===== src/rtl/reg_ctrl.sv =====
// reg_ctrl: command sequencer for a 16 x 8 register file (two combinational
// read ports, one synchronous write port). Accepts one command at a time over
// valid/ready, reads operands, computes the result, writes it back and pulses
// done.
//
// Optional feature macro: REG_CTRL_CLEAR_EN
//   defined   : op 111 clears every register, one write per cycle
//   undefined : op 111 behaves as NOP and no clear counter is built
//
// state   | meaning
// --------+-----------------------------------------------------------
// S_IDLE  | cmd_ready=1, waiting for a handshake
// S_EXEC  | read addresses driven from latched fields, ALU result captured
// S_WRITE | write-back of the captured result, done pulse
// S_CLR   | sweep of all registers with zero (REG_CTRL_CLEAR_EN only)

module reg_ctrl #(
    parameter int DATA_W = 8,
    parameter int ADDR_W = 4
) (
    input  logic              clk,
    input  logic              rst,
    input  logic              cmd_valid,
    output logic              cmd_ready,
    input  logic [2:0]        cmd_op,
    input  logic [ADDR_W-1:0] cmd_dst,
    input  logic [ADDR_W-1:0] cmd_src0,
    input  logic [ADDR_W-1:0] cmd_src1,
    input  logic [DATA_W-1:0] cmd_imm,
    output logic [ADDR_W-1:0] rf_src0,
    output logic [ADDR_W-1:0] rf_src1,
    input  logic [DATA_W-1:0] rf_data0,
    input  logic [DATA_W-1:0] rf_data1,
    output logic [ADDR_W-1:0] rf_dst,
    output logic [DATA_W-1:0] rf_data,
    output logic              rf_we,
    output logic              done,
    output logic [DATA_W-1:0] result,
    output logic              zero,
    output logic              carry
);

    localparam logic [2:0] OP_NOP   = 3'b000;
    localparam logic [2:0] OP_LOADI = 3'b001;
    localparam logic [2:0] OP_MOV   = 3'b010;
    localparam logic [2:0] OP_ADD   = 3'b011;
    localparam logic [2:0] OP_SUB   = 3'b100;
    localparam logic [2:0] OP_AND   = 3'b101;
    localparam logic [2:0] OP_OR    = 3'b110;
`ifdef REG_CTRL_CLEAR_EN
    localparam logic [2:0] OP_CLEAR = 3'b111;
    localparam logic [ADDR_W-1:0] LAST_ADDR    = '1;
    localparam logic [ADDR_W-1:0] LAST_ADDR_M1 = LAST_ADDR - 1'b1;
`endif

    typedef enum logic [1:0] {
        S_IDLE  = 2'd0,
        S_EXEC  = 2'd1,
        S_WRITE = 2'd2,
        S_CLR   = 2'd3
    } state_t;

    state_t            state;
    logic [2:0]        op_q;
    logic [ADDR_W-1:0] dst_q;
    logic [ADDR_W-1:0] src0_q;
    logic [ADDR_W-1:0] src1_q;
    logic [DATA_W-1:0] imm_q;
    logic              ready_q;
    logic              we_q;
    logic              done_q;
    logic [ADDR_W-1:0] wr_addr_q;
    logic [DATA_W-1:0] wr_data_q;
    logic [DATA_W-1:0] result_q;
    logic              zero_q;
    logic              carry_q;

    logic [DATA_W:0]   sum;
    logic [DATA_W:0]   diff;
    logic [DATA_W-1:0] alu_res;
    logic              alu_carry;
    logic              alu_writes;

    // ALU on the live register-file read data; non-writing ops hold the flags
    always_comb begin
        sum        = {1'b0, rf_data0} + {1'b0, rf_data1};
        diff       = {1'b0, rf_data0} - {1'b0, rf_data1};
        alu_res    = result_q;
        alu_carry  = carry_q;
        alu_writes = 1'b0;
        case (op_q)
            OP_LOADI: begin alu_res = imm_q;              alu_carry = 1'b0;         alu_writes = 1'b1; end
            OP_MOV:   begin alu_res = rf_data0;           alu_carry = 1'b0;         alu_writes = 1'b1; end
            OP_ADD:   begin alu_res = sum[DATA_W-1:0];    alu_carry = sum[DATA_W];  alu_writes = 1'b1; end
            OP_SUB:   begin alu_res = diff[DATA_W-1:0];   alu_carry = diff[DATA_W]; alu_writes = 1'b1; end
            OP_AND:   begin alu_res = rf_data0 & rf_data1; alu_carry = 1'b0;        alu_writes = 1'b1; end
            OP_OR:    begin alu_res = rf_data0 | rf_data1; alu_carry = 1'b0;        alu_writes = 1'b1; end
            default:  begin alu_writes = 1'b0; end
        endcase
    end

    // Sequencer FSM with registered handshake, write-port and flag outputs
    always_ff @(posedge clk) begin
        if (rst) begin
            state     <= S_IDLE;
            op_q      <= OP_NOP;
            dst_q     <= '0;
            src0_q    <= '0;
            src1_q    <= '0;
            imm_q     <= '0;
            ready_q   <= 1'b1;
            we_q      <= 1'b0;
            done_q    <= 1'b0;
            wr_addr_q <= '0;
            wr_data_q <= '0;
            result_q  <= '0;
            zero_q    <= 1'b0;
            carry_q   <= 1'b0;
        end else begin
            case (state)
                S_IDLE: begin
                    we_q   <= 1'b0;
                    done_q <= 1'b0;
                    if (cmd_valid && ready_q) begin
                        op_q    <= cmd_op;
                        dst_q   <= cmd_dst;
                        src0_q  <= cmd_src0;
                        src1_q  <= cmd_src1;
                        imm_q   <= cmd_imm;
                        ready_q <= 1'b0;
`ifdef REG_CTRL_CLEAR_EN
                        if (cmd_op == OP_CLEAR) begin
                            state     <= S_CLR;
                            we_q      <= 1'b1;
                            wr_addr_q <= '0;
                            wr_data_q <= '0;
                            result_q  <= '0;
                            zero_q    <= 1'b1;
                            carry_q   <= 1'b0;
                        end else begin
                            state <= S_EXEC;
                        end
`else
                        state <= S_EXEC;
`endif
                    end
                end
                S_EXEC: begin
                    state     <= S_WRITE;
                    result_q  <= alu_res;
                    zero_q    <= alu_writes ? (alu_res == '0) : zero_q;
                    carry_q   <= alu_carry;
                    wr_addr_q <= dst_q;
                    wr_data_q <= alu_res;
                    we_q      <= alu_writes;
                    done_q    <= 1'b1;
                end
                S_WRITE: begin
                    state   <= S_IDLE;
                    we_q    <= 1'b0;
                    done_q  <= 1'b0;
                    ready_q <= 1'b1;
                end
                S_CLR: begin
`ifdef REG_CTRL_CLEAR_EN
                    // done_q marks the final address, so leaving after it ends the sweep
                    if (done_q) begin
                        state   <= S_IDLE;
                        we_q    <= 1'b0;
                        done_q  <= 1'b0;
                        ready_q <= 1'b1;
                    end else begin
                        wr_addr_q <= wr_addr_q + 1'b1;
                        done_q    <= (wr_addr_q == LAST_ADDR_M1);
                    end
`else
                    state   <= S_IDLE;
                    we_q    <= 1'b0;
                    done_q  <= 1'b0;
                    ready_q <= 1'b1;
`endif
                end
                default: begin
                    state   <= S_IDLE;
                    ready_q <= 1'b1;
                end
            endcase
        end
    end

    // Reset must suppress a write or done already registered for this cycle
    assign rf_we     = we_q & ~rst;
    assign done      = done_q & ~rst;
    assign cmd_ready = ready_q;
    assign rf_src0   = src0_q;
    assign rf_src1   = src1_q;
    assign rf_dst    = wr_addr_q;
    assign rf_data   = wr_data_q;
    assign result    = result_q;
    assign zero      = zero_q;
    assign carry     = carry_q;

endmodule


===== config.mk =====
export PLATFORM = sky130hd
export DESIGN_NAME = reg_ctrl
export DESIGN_NICKNAME = d
export VERILOG_FILES = /design/src/rtl/reg_ctrl.sv
export SDC_FILE = /design/constraint.sdc
export NUM_CORES = 1
export LEC_CHECK = 0
export ABC_CLOCK_PERIOD_IN_PS = 5920
export BUFFER_PORTS_ARGS = -buffer_cell sky130_fd_sc_hd__buf_2
export CORE_MARGIN = 4
export CORE_UTILIZATION = 58
export CTS_BUF_LIST = sky130_fd_sc_hd__clkbuf_8 sky130_fd_sc_hd__clkbuf_16
export DETAILED_ROUTE_END_ITERATION = 16
export PLACE_DENSITY = 0.95
export SYNTH_ARGS = -nofsm -noshare
export SYNTH_HDL_FRONTEND = slang
export SYNTH_SLANG_ARGS = --single-unit
export TNS_END_PERCENT = 100

===== constraint.sdc =====
create_clock -name clk -period 5.92 [get_ports clk]
set_clock_uncertainty 0.05 [all_clocks]
set_input_delay 0.296 -clock clk [delete_from_list [all_inputs] [get_ports clk]]
set_output_delay 0.296 -clock clk [all_outputs]
set_load 0.01 [all_outputs]

==> results.md <==
GRT:
- The via count of the first global-routing pass is 2597.
- The remaining global-route overflow is 0.
- Across every metal layer, demand over resource in global routing totals 0.240.
- Entering global routing, the biggest net connects 45 pins.
- The number of antenna violations at the first check in global routing is 0.
- The first-pass GRT wire length is 12100 microns.

Setup path:
- The critical path capture point type is a flop.
- The critical-path maximum fanout is 27.
- The start-to-end type of the worst setup path is reg -> reg.
- The data arrival at the endpoint of the critical path is 2.75 ns.
- STA classifies the critical path startpoint as a flop.
- Traced cell by cell, the critical path runs through mux2_2, a221oi_1, a31oi_1, o31ai_1, nand4_1, o31ai_2.
- Counting both buffers and inverters, the worst setup path holds a total of 0.
- The highest-delay cell along the critical path is sky130_fd_sc_hd__dfxtp_1.
- The biggest cell delay along the critical path is 0.99 ns.
- The cell family contributing the most delay on the critical path is flip-flops.
- Counting cells, the worst reg-to-reg path comes to 6.
- The worst register-to-register path begins at op_q[2].
- For the worst setup path, the data required time is roughly 6.1 ns.
- The internal reg-to-reg setup slack is 3.33 ns.
- The end of the worst register-to-register path is zero.

Layout:
- For this run, the share of the core covered by cells in the final layout is 0.701.
- For this run, the number of standard cells in the final layout without fillers is ~490.
- The library cells used most frequently in the layout, excluding fill and tap cells, are sky130_fd_sc_hd__buf_2, sky130_fd_sc_hd__nand2_1, sky130_fd_sc_hd__dfxtp_1, sky130_fd_sc_hd__a21oi_1, sky130_fd_sc_hd__nor2_1.
- Leaving out fill and tap cells, the most frequent cell in the layout is sky130_fd_sc_hd__buf_2.
- The share of layout cells above drive strength 1 is 0.228.
- Relative to the synthesized area, the layout overhead comes to 15.3%.
- Fill cells in the final layout number 424.
- The number of antenna diodes is 0.
- After routing the design area is approximately 3400 sq um.
- The net total in the final layout is between 400 and 500.

Drt:
- The iteration-0 DRC count of the detailed router is 208.
- For this run, design rule violations remaining after detail routing come to 0.
- The detailed-route via count is 2809.
- After detailed routing, the total wire length is 7400 microns.
- After detailed routing, the average wire length per cell comes to 15.0 microns.
- The pre-antenna-repair detailed-routing pass consisted of 5 iterations.
- Using the TritonRoute via totals, the vias-per-cell ratio works out to 5.71.
- The post-route antenna net violation count is 0.

Yosys:
- Of the total synthesized cell area, the portion taken by XOR and XNOR cells is 0.0150.
- The number of nets in the synthesized netlist is 439.
- Of the total synthesized cell area, the portion taken by full adders, half adders and majority gates is 0.117.
- The compound-gate portion of the synthesized area came to 0.212.
- The post-synthesis instance area is around 2900 sq um.
- The count of mapped cells out of synthesis is 371.
- In the synthesized netlist the async set-or-reset flop fraction comes to 0.
- The number of flip-flops and latches in the synthesized netlist is 42.
- The most frequently used flop master after synthesis is sky130_fd_sc_hd__dfxtp_1.
- The average instance in the mapped netlist occupies 7.85 sq um.
- The Yosys warning count is 0.
- The share of cell area taken by muxes after synthesis is 0.0434.
- The distinct cell type count after synthesis is just over 60.
- The share of synthesized area occupied by flip-flops and latches is 0.289.
- Of the total synthesized cell area, the portion taken by AND, OR, NAND and NOR gates is 0.242.
- In this run, synthesis inferred 0 flip-flops with an integrated enable.
- By area, the combinational part of the netlist is dominated by simple AND/OR/NAND/NOR gates.

CTS:
- The clock transition at the registers of the reported paths is 0.08 ns.
- The clock reaches the later pin of the worst-skew pair after 0.29 ns.
- The buffer count from post-CTS setup fixing is 0.
- In this run the deepest clock path goes through 2 buffers.
- The TritonCTS sink count is 42.
- The total number of H-tree levels is 2.
- Gates resized during post-CTS repair numbered 0.
- The clock tree from TritonCTS is yes.
- In this run the clock root is driven by a sky130_fd_sc_hd__clkbuf_8.
- The number of clock buffers inserted by TritonCTS is 5.
- The post-cts hold buffer count is 0.

Worst hold path:
- The worst hold path was traced through 3 stages.
- In this run the most critical hold path is launched from cmd_src1[3].
- The worst hold path belongs to the class in -> reg.
- The worst-case hold path end point is rf_src1[3].

Floorplan:
- The count of boundary I/O pins is 75.
- The initial standard-cell utilization of the core is 0.608.
- The row count is 25.
- The die covers a little over 6000 sq um.
- The core region is 4790 sq um.
- The floorplan step set the die width to 78.9 microns.
- Measured along the y axis, the die boundary spans 78.9 microns.

Placed design:
- The placed instances occupy a cell area of between 3000 and 4000 sq um.
- Detailed placement finished with a half-perimeter wire length of 5660 microns.
- Port buffering added 74 buffers.
- Once placement completed, the tool counted placed cells totaling between 400 and 500.
- The congestion estimate from routability-driven global placement came to 0.890.

Job:
- The max-cap check violation count is 0.

Timing:
- The portion of the clock cycle consumed by the worst path in the final layout is 0.437.
- Setup repair after global routing left no endpoint under its margin.
- The number of hold violations in the final report is 0.
- The max-slew violation count is 0.
- Measured against its own limit, the worst slew margin works out to 0.326.
- Setup violations remaining at the end of the flow were counted as 0.
- Summed over all failing endpoints, the final setup total negative slack is 0 ns.
- The minimum clock period after layout is 2.59 ns.
- The actual slew at the worst max-slew pin is 1.01 ns.
- For this run, the top clock speed supported by timing is 387 MHz.

Power:
- The power density over cell area is 233 nW/um^2.
- The worst-case vdd ir drop is approximately 0.00021 V.
- In this run the static leakage power is 1.53 nW.

Status:
- The run finished with clean final reports.
[cell families after synthesis]
family,count (synthesis)
xor gates and xnor gates,5
adders and majority gates,26
muxes,8
buffers and inverters,50
and+or+nand+nor,148
DFF,42
AOI/OAI and AO/OA,92
[metal layers]
metal	vias up	part of all wire	GRT usage
met1	1287	0.43	0.319
met4	0	0.014	0.0567
met5	-	0	0
met2	128	0.48	0.399
li1	1381	-	-
met3	13	0.077	0.0533
[worst register-to-register path: cells and delay by family, from the launching register on]
family             cells  cell delay (ns)
DFF                    1             0.99
AOI/OAI and AO/OA      4             0.88
muxes                  1             0.44
and+or+nand+nor        1             0.15
[final cells by class]
type | instances | area (sq um) | area share
timing repair buffer | 75 | 378 | 0.113
tap | 67 | 83.8 | 0.0250
multi-input combinational | 279 | 1830 | 0.546
clock inverter | 2 | 60.1 | 0.0179
clock buffer | 6 | 82.6 | 0.0246
sequential | 42 | 841 | 0.251
inverter | 21 | 78.8 | 0.0235
[where the power goes]
part,total (mW),internal (mW),leakage (nW),switching (mW)
clock network,0.278,0.180,0.0714,0.0984
logic,0.190,0.0794,1.12,0.111
registers,0.315,0.299,0.343,0.0163
total,0.783,0.558,1.53,0.225
[registers in the layout, summed over array words and instances (netlist names), 2 cells and up]
register  cells
rf_src0       4
rf_src1       4
op_q          3
state         2
result        8
rf_dst        4
dst_q         4
imm_q         8
[through the flow]
stage          total power [mW]  worst slack [ns]  hold WS (ns)
2_1_floorplan             0.455              3.79         0.382
3_3_place_gp              0.504              3.36         0.387
3_5_place_dp              0.509              3.37         0.394
4_1_cts                   0.785              3.37         0.176
5_1_grt                   0.826              3.16         0.177
6_report                  0.783              3.33         0.179
[Yosys cell counts, types with 2 or more instances]
cell type	instances	area [sq um]
sky130_fd_sc_hd__clkbuf_1	12	45.0
sky130_fd_sc_hd__o31ai_1	6	45.0
sky130_fd_sc_hd__nor4_1	2	12.5
sky130_fd_sc_hd__xnor2_1	3	26.3
sky130_fd_sc_hd__nor3b_1	2	15.0
sky130_fd_sc_hd__buf_4	12	90.1
sky130_fd_sc_hd__nand2b_1	7	43.8
sky130_fd_sc_hd__nand3_1	3	15.0
sky130_fd_sc_hd__mux2_1	2	22.5
sky130_fd_sc_hd__ha_1	24	300
sky130_fd_sc_hd__o21a_1	4	30.0
sky130_fd_sc_hd__fa_1	2	40.0
sky130_fd_sc_hd__o22ai_1	2	12.5
sky130_fd_sc_hd__mux4_2	3	67.6
sky130_fd_sc_hd__a221oi_1	3	26.3
sky130_fd_sc_hd__nor2_1	28	105
sky130_fd_sc_hd__a211oi_1	5	37.5
sky130_fd_sc_hd__or3_1	3	18.8
sky130_fd_sc_hd__o221ai_1	3	26.3
sky130_fd_sc_hd__a21oi_1	41	205
sky130_fd_sc_hd__nand2_1	69	259
sky130_fd_sc_hd__o21bai_1	3	22.5
sky130_fd_sc_hd__o21ai_0	6	30.0
sky130_fd_sc_hd__or4_1	2	15.0
sky130_fd_sc_hd__o211ai_1	3	22.5
sky130_fd_sc_hd__nand3b_1	3	22.5
sky130_fd_sc_hd__buf_2	5	25.0
sky130_fd_sc_hd__and3_1	2	12.5
sky130_fd_sc_hd__xor2_1	2	17.5
sky130_fd_sc_hd__nor3_1	5	25.0
sky130_fd_sc_hd__or2_1	4	25.0
sky130_fd_sc_hd__dfxtp_1	42	841
sky130_fd_sc_hd__inv_1	20	75.1
sky130_fd_sc_hd__nor3_2	2	20.0
sky130_fd_sc_hd__nor2b_1	10	62.6
[worst max path at each step]
| stage | startpoint | end | slack [ns] | depth (start not counted) |
|---|---|---|---|---|
| detailed placement | rf_data0[0] | zero | 3.37 | 10 |
| floorplan | rf_data0[0] | zero | 3.79 | 9 |
| global route | op_q[2] | zero | 3.16 | 6 |
| finish | op_q[2] | zero | 3.33 | 6 |
| global placement | rf_data0[0] | zero | 3.36 | 10 |
| CTS | op_q[2] | zero | 3.37 | 6 |
(Power assumes the default switching activity.)
